**config.mk**
```make
export PLATFORM = sky130hd
export DESIGN_NAME = pipe_gen
export DESIGN_NICKNAME = d
export VERILOG_FILES = /design/src/rtl/pipe_gen.sv
export SDC_FILE = /design/constraint.sdc
export NUM_CORES = 1
export LEC_CHECK = 0
export CAP_MARGIN = 20
export CORE_MARGIN = 1
export CORE_UTILIZATION = 49
export CTS_CLUSTER_SIZE = 28
export DETAILED_ROUTE_END_ITERATION = 10
export HOLD_SLACK_MARGIN = 0.05
export PLACE_DENSITY = 0.76
export SLEW_MARGIN = 20
export SYNTH_ARGS = -nofsm -noshare
export SYNTH_HDL_FRONTEND = slang
export SYNTH_SLANG_ARGS = --single-unit
export TNS_END_PERCENT = 1
```
**constraint.sdc**
```tcl
create_clock -name Clk -period 2.8 [get_ports Clk]
set_input_delay 0.84 -clock Clk [delete_from_list [all_inputs] [get_ports Clk]]
set_output_delay 0.84 -clock Clk [all_outputs]
set_load 0.05 [all_outputs]
```
**src/rtl/pipe_gen.sv**
```systemverilog
// Pipe generator for a side-scrolling game: two pipes scroll left, respawn on the right
// with an LFSR-chosen gap height, and scroll speed rises every eight respawns.
module pipe_gen #(
    parameter int SPACING    = 340,
    parameter int X_START1   = 660,
    parameter int X_WRAP     = 20,
    parameter int Y_BASE     = 48,
    parameter int SPEED_INIT = 2,
    parameter int SPEED_MAX  = 4
) (
    input  logic       Clk,
    input  logic       Reset,
    input  logic       FrameTick,
    input  logic       q_I,
    input  logic       q_EN,
    input  logic       q_End,
    output logic [9:0] XPipe1,
    output logic [9:0] XPipe2,
    output logic [9:0] YPipe1,
    output logic [9:0] YPipe2,
    output logic [2:0] Speed,
    output logic       Respawn
);

    localparam logic [9:0] X_START1_W   = 10'(X_START1);
    localparam logic [9:0] X_START2_W   = 10'(X_START1 + SPACING);
    localparam logic [9:0] X_WRAP_W     = 10'(X_WRAP);
    localparam logic [9:0] SPACING2_W   = 10'(2 * SPACING);
    localparam logic [9:0] Y_BASE_W     = 10'(Y_BASE);
    // Gap position shown before the first IDLE cycle has sampled the LFSR.
    localparam logic [9:0] Y_RST_W      = 10'(Y_BASE + 120);
    localparam logic [2:0] SPEED_INIT_W = 3'(SPEED_INIT);
    localparam logic [2:0] SPEED_MAX_W  = 3'(SPEED_MAX);
    localparam logic [7:0] LFSR_SEED    = 8'hA5;

    typedef enum logic [1:0] {IDLE, RUN, HOLD} state_t;

    state_t     state_q, state_d;
    logic [7:0] lfsr_q, lfsr_d;
    logic [9:0] x1_q, x1_d, x2_q, x2_d;
    logic [9:0] y1_q, y1_d, y2_q, y2_d;
    logic [2:0] speed_q, speed_d;
    logic [2:0] cnt_q, cnt_d;
    logic       respawn_q, respawn_d;
    logic [10:0] step1, step2;

    // x^8+x^6+x^5+x^4+1, shifting towards the MSB.
    function automatic logic [7:0] lfsr_next(input logic [7:0] v);
        return {v[6:0], v[7] ^ v[5] ^ v[4] ^ v[3]};
    endfunction

    function automatic logic [7:0] bit_rev8(input logic [7:0] v);
        logic [7:0] r;
        for (int i = 0; i < 8; i++) r[i] = v[7-i];
        return r;
    endfunction

    function automatic logic [2:0] speed_step(input logic [2:0] s);
        return (s < SPEED_MAX_W) ? s + 3'd1 : s;
    endfunction

    // Returns {wrapped, new_x}; a wrapped pipe reappears two spacings to the right.
    function automatic logic [10:0] pipe_step(input logic [9:0] x, input logic [9:0] spd);
        if (x >= X_WRAP_W + spd) return {1'b0, x - spd};
        else                     return {1'b1, x - spd + SPACING2_W};
    endfunction

    always_comb begin
        state_d   = state_q;
        lfsr_d    = lfsr_next(lfsr_q);
        x1_d      = x1_q;
        x2_d      = x2_q;
        y1_d      = y1_q;
        y2_d      = y2_q;
        speed_d   = speed_q;
        cnt_d     = cnt_q;
        respawn_d = 1'b0;
        step1     = pipe_step(x1_q, {7'd0, speed_q});
        step2     = pipe_step(x2_q, {7'd0, speed_q});
        case (state_q)
            IDLE: begin
                x1_d    = X_START1_W;
                x2_d    = X_START2_W;
                speed_d = SPEED_INIT_W;
                cnt_d   = 3'd0;
                y1_d    = Y_BASE_W + {2'b00, lfsr_q};
                y2_d    = Y_BASE_W + {2'b00, bit_rev8(lfsr_q)};
                if (q_EN) state_d = RUN;
            end
            RUN: begin
                if (FrameTick) begin
                    x1_d = step1[9:0];
                    x2_d = step2[9:0];
                    if (step1[10]) y1_d = Y_BASE_W + {2'b00, lfsr_q};
                    if (step2[10]) y2_d = Y_BASE_W + {2'b00, lfsr_q};
                    // Simultaneous respawns still count as one event.
                    if (step1[10] || step2[10]) begin
                        respawn_d = 1'b1;
                        cnt_d     = cnt_q + 3'd1;
                        if (cnt_q == 3'd7) speed_d = speed_step(speed_q);
                    end
                end
                if (q_End) state_d = HOLD;
            end
            HOLD: ;
            default: state_d = IDLE;
        endcase
        if (q_I) state_d = IDLE;
    end

    always_ff @(posedge Clk or negedge Reset) begin
        if (!Reset) begin
            state_q   <= IDLE;
            lfsr_q    <= LFSR_SEED;
            x1_q      <= X_START1_W;
            x2_q      <= X_START2_W;
            y1_q      <= Y_RST_W;
            y2_q      <= Y_RST_W;
            speed_q   <= SPEED_INIT_W;
            cnt_q     <= 3'd0;
            respawn_q <= 1'b0;
        end else begin
            state_q   <= state_d;
            lfsr_q    <= lfsr_d;
            x1_q      <= x1_d;
            x2_q      <= x2_d;
            y1_q      <= y1_d;
            y2_q      <= y2_d;
            speed_q   <= speed_d;
            cnt_q     <= cnt_d;
            respawn_q <= respawn_d;
        end
    end

    assign XPipe1  = x1_q;
    assign XPipe2  = x2_q;
    assign YPipe1  = y1_q;
    assign YPipe2  = y2_q;
    assign Speed   = speed_q;
    assign Respawn = respawn_q;

endmodule

```
# After elaboration in Yosys (flattened, before gate mapping)
# Index checks and enable logic that the tools add are counted.
word_totals:
  regBits: 57
  latch_bits: 0
  mem_bits_rw: 0
  romBits: 0
  input_bits: 6
  output_inout_bits: 44
  elab_cells: 72
  mem_count: 0
op_classes:
  n_addsub: 9
  multipliers: 0
  n_div: 0
  n_lt_le_gt_ge: 3
  eq_ne: 12
  shift: 0
  mux: 27
  bitwise: 3
  reduce_logical: 9
op_table:
  columns: ["cell", "count"]
  rows:
  - ["$pmux 10 s2", 4]
  - ["$mux 10", 6]
  - ["$mux 11", 2]
  - ["$add 10x10->10 const B", 2]
  - ["$sub 10x3->10", 2]
  - ["$add 6x8->9 const A", 2]
  - ["$mux 3", 6]
  - ["$ne 2x2->1 const B", 7]
  - ["$pmux 3 s2", 2]
  - ["$reduce_and 3->1", 4]
  - ["$ge 10x10->1", 1]
  - ["$ge 10x6->1", 1]
  - ["$add 3x1->3 const B", 2]
  - ["$add 5x3->6 const A", 1]
  - ["$mux 2", 3]
  - ["$ne 3x3->1 const B", 2]
  - ["$pmux 2 s3", 1]
  - ["$reduce_and 5->1", 1]
  - ["$eq 3x3->1 const B", 1]
  - ["$lt 3x3->1 const B", 1]
  - ["$mux 1", 3]
  - ["$xor 1x1->1", 3]
  - ["$eq 2x1->1 const B", 1]
  - ["$eq 2x2->1 const B", 1]
  - ["4 further kinds", 4]

# Depth between registers and ports, before layout
depth:
  word_depth: 7
  depth_mapped: 14
  ltp_nobuf: 14

# Least setup slack after synthesis
# Ideal clock, no wire load.
synth_path:
  path_kind: "register to register"
  startpoint: "reg speed_q[1] (netlist: Speed[1])"
  endpoint: "reg x1_q[9] (netlist: XPipe1[9])"
  setup_ns: 0.082
  t_arrival_ns: 2.973
  t_required_ns: 2.718
  setup_slack_ns: -0.255
  stages_incl_launch_ff: 14
  n_path_buf: 0
  period_less_slack_ns: 3.055
  cell_sequence: "dfstp_2 inv_1 ha_1 nor2b_1 o21ai_1 nand2b_1 xnor2_1 ha_1 or2_2 a21oi_1 a41o_1 o21ai_0 nor4b_1 nor3_1"
synth_via:
  elab_chain_len: 5
  word_cells_on_any_way: 7
  classes_between: "add/sub (3); order compare (1); mux (3)"
synth_rtl:
  columns: ["element", "line_no", "text"]
  rows:
  - ["start, declared", "42", "logic [2:0] speed_q, speed_d;"]
  - ["start signal, assigned", "129", "speed_q <= speed_d;"]
  - ["$sub 10x3->10 / $add 5x3->6 (equally long branches)", "64, 65", null]
  - ["$add 10x10->10 / $ge 10x10->1 (equally long branches)", "65, 64", null]
  - ["$mux 11 (*)", "64", "if (x >= X_WRAP_W + spd) return {1'b0, x - spd};"]
  - ["$mux 10 (*)", "91", "if (FrameTick) begin"]
  - ["$pmux 10 s2 (*)", "80", "case (state_q)"]
  - ["end signal, assigned", "115", "x1_q <= X_START1_W;"]
  - ["end signal, assigned", "125", "x1_q <= x1_d;"]
  - ["end, declared", "40", "logic [9:0] x1_q, x1_d, x2_q, x2_d;"]
# Mark *: on every way between the ends. The rest lies on a longest branch, timed or not. The select of a mux whose other input is x is not followed.
# A chain may end at the register's enable or synchronous reset.

# Worst setup path in the final report
layout_path:
  startpoint: "reg x2_q[5] (netlist: XPipe2[5])"
  endpoint: "out XPipe2[5]"
layout_lines:
  columns: ["element", "line_no", "text"]
  rows:
  - ["start, declared", "40", null]
  - ["start signal, assigned", "116", "x2_q <= X_START2_W;"]
  - ["start signal, assigned", "126", "x2_q <= x2_d;"]
  - ["end, declared", "18", "output logic [9:0] XPipe2,"]
# No word-level cell between the ends.

==> impl_metrics.xml <==
<?xml version="1.0" encoding="UTF-8"?>
<metrics>
  <group name="yosys">
    <metric name="ys.warnings.count" unit="">0</metric>
    <metric name="synth_top_flop_cell" unit="">dfrtp_1</metric>
    <metric name="number_of_distinct_library_cells_after_synthesis" unit="">68</metric>
    <metric name="synth_sequential_area_ratio" unit="%">41.2</metric>
    <metric name="synth-async-reset-ratio" unit="%">100</metric>
    <metric name="synth_enable_flop_cells" unit="">0</metric>
    <metric name="syn_inst" unit="">362</metric>
    <metric name="syn_area" unit="mm²">0.00341</metric>
    <metric name="synth-seq-cells" unit="">55</metric>
    <metric name="synth.avg_cell_area" unit="µm²">9.42</metric>
  </group>
  <group name="global_routing">
    <metric name="gr_met1_demand_resource" unit="%">31.0</metric>
    <metric name="grt_usage" unit="%">22.6</metric>
    <metric name="grt_overflow_total" unit="">0</metric>
    <metric name="grt_antenna_before_repair" unit="">0</metric>
    <metric name="global_route.usage.met3" unit="%">3.79</metric>
    <metric name="largest_net_degree_at_the_start_of_global_routing" unit="">34</metric>
    <metric name="grt_first_pass_wirelength" unit="µm">13100</metric>
    <metric name="top_usage_layer" unit="">met2</metric>
    <metric name="grt.met2_usage" unit="%">37.6</metric>
    <metric name="via_count_of_the_first_global_routing_pass" unit="">2773</metric>
  </group>
  <group name="die">
    <metric name="num_io_pins" unit="">50</metric>
    <metric name="die_height" unit="µm">85.4</metric>
    <metric name="die_area" unit="mm²">0.00729</metric>
    <metric name="dieWidth" unit="µm">85.4</metric>
    <metric name="fp.coreArea" unit="mm²">0.00676</metric>
    <metric name="num_rows" unit="">30</metric>
    <metric name="start_util" unit="%">50.4</metric>
  </group>
  <group name="layout">
    <metric name="drive_above_1_share" unit="%">21.0</metric>
    <metric name="multi_input_comb_area" unit="mm²">0.00191</metric>
    <metric name="sequential_cell_area" unit="mm²">0.00141</metric>
    <metric name="syn_to_final_growth" unit="%">22.9</metric>
    <metric name="final_cell_count_without_fillers" unit="">494</metric>
    <metric name="post-route-cell-area" unit="mm²">0.00419</metric>
    <metric name="final_util" unit="%">62.0</metric>
    <metric name="fillCellCount" unit="">564</metric>
    <metric name="n_antenna_cell" unit="">0</metric>
    <metric name="final_nets" unit="">438</metric>
  </group>
  <group name="timing">
    <metric name="worst_pin_slew" unit="ns">0.607</metric>
    <metric name="rsz0062_at_grt" unit="">true</metric>
    <metric name="achievable-frequency" unit="MHz">370</metric>
    <metric name="setup_viol" unit="">0</metric>
    <metric name="timing.final.crit_share" unit="%">96.4</metric>
    <metric name="final.setup_skew" unit="ns">0.00798</metric>
    <metric name="worst_slack" unit="ns">0.100</metric>
    <metric name="maxSlewViolCount" unit="">0</metric>
    <metric name="final_critical_path_time_including_i_o_delays_and_setup" unit="ns">2.70</metric>
    <metric name="max-slew-margin-rel" unit="%">58.9</metric>
    <metric name="final_hold_viol_count" unit="">0</metric>
  </group>
  <group name="detailed_routing">
    <metric name="number_of_design_rule_violations_left_by_the_first_detailed_router_iteration" unit="">160</metric>
    <metric name="viasPerCell" unit="">5.82</metric>
    <metric name="vias" unit="">2874</metric>
    <metric name="drt_pass1_iterations" unit="">6</metric>
    <metric name="routed_wire_length_per_instance" unit="µm">15.8</metric>
    <metric name="detail-route-antenna-nets" unit="">0</metric>
    <metric name="finalWirelength" unit="µm">7800</metric>
    <metric name="route.detailed.drc" unit="">0</metric>
  </group>
  <group name="setup_path">
    <metric name="critical_path_arrival" unit="ns">1.86</metric>
    <metric name="critical_path.slowest_cell" unit="">clkdlybuf4s50_1</metric>
    <metric name="worstPathCellList" unit="">clkdlybuf4s50_1</metric>
    <metric name="startpoint_type" unit="">register</metric>
    <metric name="crit_path_start" unit="">XPipe2[5]</metric>
    <metric name="worst-setup-path-type" unit="">register to primary output</metric>
    <metric name="cpLargestDelayFamily" unit="">buffers and inverters</metric>
    <metric name="crit_fanout" unit="">13</metric>
    <metric name="setup_slack_reg_to_reg" unit="ns">0.10</metric>
    <metric name="delay_of_the_slowest_critical_path_stage" unit="ns">0.85</metric>
    <metric name="worstPathBufferInverterCount" unit="">1</metric>
    <metric name="rr_worst_depth" unit="">12</metric>
    <metric name="worst_r2r_endpoint" unit="">XPipe1[7]</metric>
    <metric name="worstReg2RegStart" unit="">Speed[1]</metric>
    <metric name="worst_ep_required" unit="ns">1.96</metric>
    <metric name="worstSetupEndpointType" unit="">primary output</metric>
  </group>
  <group name="outcome">
    <metric name="outcome" unit="">finished clean</metric>
  </group>
  <group name="clock_network">
    <metric name="holdBufCountCts" unit="">0</metric>
    <metric name="cts_tree" unit="">yes</metric>
    <metric name="inserted_clock_buffers" unit="">5</metric>
    <metric name="htreeDepth" unit="">2</metric>
    <metric name="clock_transition_at_the_registers_of_the_reported_paths" unit="ns">0.12</metric>
    <metric name="cts_num_sinks" unit="">55</metric>
    <metric name="worst_skew_pair.late_latency" unit="ns">0.32</metric>
    <metric name="cts_max_path_buffers" unit="">2</metric>
    <metric name="clockRootBuffer" unit="">clkbuf_8</metric>
  </group>
  <group name="power">
    <metric name="report.power.total" unit="W">0.00194</metric>
    <metric name="ir_drop" unit="mV">0.343</metric>
    <metric name="pwr_density_cell" unit="mW/mm²">463</metric>
    <metric name="power_leakage" unit="nW">1.73</metric>
  </group>
  <group name="worst_hold_path">
    <metric name="min_delay_worst_endpoint" unit="">lfsr_q[3]</metric>
    <metric name="hold_path_class" unit="">register to register</metric>
    <metric name="timing.hold.worst.start" unit="">lfsr_q[2]</metric>
    <metric name="worstHoldPathCells" unit="">0</metric>
  </group>
  <group name="place">
    <metric name="routability_driven_placement_congestion_ratio" unit="">0.864</metric>
    <metric name="number_of_buffer_cells_added_on_primary_ports" unit="">47</metric>
    <metric name="worst_case_setup_slack_after_placement" unit="ns">-0.0207</metric>
    <metric name="detailed_place_hpwl" unit="µm">5770</metric>
    <metric name="placed_instance_area" unit="mm²">0.00402</metric>
    <metric name="numPlacedInstances" unit="">484</metric>
  </group>
  <group name="flow_run">
    <metric name="cap_violations" unit="">0</metric>
  </group>
</metrics>
[timing repair]
action,CTS,global route
pin swaps,0,3
endpoints found under the setup margin,2,5
gates resized for setup,2,10
setup buffers,0,2
[synth_stat cells (all sizes together) (2+ instances only)]
cell / count / area [µm²]
a31oi: 4 / 25.0
or2: 2 / 15.0
inv: 17 / 63.8
o21a: 2 / 15.0
nand3b: 5 / 37.5
o31ai: 2 / 15.0
xor2: 6 / 52.6
buf: 6 / 48.8
nor4: 2 / 18.8
nand2b: 7 / 43.8
nor3: 16 / 85.1
clkbuf: 15 / 57.6
o31a: 2 / 17.5
o311ai: 2 / 25.0
o22ai: 8 / 50.1
o211ai: 5 / 37.5
mux2i: 2 / 20.0
a311oi: 3 / 26.3
ha: 17 / 213
nor2: 19 / 71.3
mux2: 11 / 124
o221ai: 2 / 17.5
and2: 2 / 12.5
and3: 4 / 25.0
a21oi: 17 / 96.4
nand3: 13 / 65.1
dfstp: 21 / 552
xnor2: 11 / 96.3
nor4b: 2 / 17.5
nor2b: 8 / 50.1
o21ai: 29 / 160
dfrtp: 34 / 851
nand2: 41 / 161
a21o: 2 / 15.0
fa: 2 / 40.0
[per-stage QoR]
step	hold slack, ns	TNS (ns)
finish	0.425	0
global route	0.432	-0.0983
CTS	0.426	-0.0107
detailed placement	0.416	-0.0207
global placement	0.409	0
floorplan	0.401	-0.00727
[logic make-up after synthesis]
| logic type | share of synthesized area, % |
|---|---|
| simple gates | 19.4 |
| xor+xnor | 4.37 |
| mux | 4.22 |
| flops | 41.2 |
| buf+inv | 4.99 |
| compound gates | 18.3 |
| fa+ha+maj | 7.42 |
| other cells | 0.110 |
[state kept, by name, summed over array words and instances (netlist names)]
signal / cells
state_q: 2
lfsr_q: 8
YPipe2: 9
Speed: 3
cnt_q: 3
Respawn: 1
XPipe1: 10
YPipe1: 9
XPipe2: 10
[worst max-delay path by stage]
stage,to,slack (ns),depth (start not counted)
2_1_floorplan,XPipe1[9],-0.007,13
3_3_place_gp,XPipe1[9],0.10,13
3_5_place_dp,XPipe1[9],-0.02,13
5_1_grt,XPipe1[9],-0.04,13
6_report,XPipe2[5],0.10,1
4_1_cts,XPipe1[9],-0.01,13
[metal layers]
layer	up-vias	wire (µm)
met1	1393	3600
met3	13	314
met5	-	0
met4	0	116
met2	73	3770
li1	1395	-
[final cells by class]
type,count,share of cell area [%]
inverter,17,1.52
tap,80,2.39
sequential,55,33.6
clock buffer,5,1.64
multi-input combinational,270,45.5
clock inverter,3,0.806
timing repair buffer,64,14.5
[report_power, final]
part	switching, W	leakage (nW)	internal (W)
Combinational	0.000326	0.997	0.000225
Clock	0.000304	0.0519	0.000191
Sequential	0.0000577	0.680	0.000834
[placed cells by master, fill, tap and decap left out, types with 8 or more instances in the layout]
master / Yosys / final
clkdlybuf4s50_1: 0 / 46
dfrtp_1: 34 / 32
xnor2_1: 11 / 10
inv_1: 17 / 16
nand3_1: 13 / 13
ha_1: 17 / 16
nor3_1: 15 / 12
dfstp_2: 21 / 20
nand2_1: 40 / 39
mux2_2: 11 / 11
o22ai_1: 8 / 8
a21oi_1: 16 / 15
nor2_1: 19 / 19
buf_4: 3 / 16
o21ai_0: 26 / 25
(Power assumes the default switching activity.)
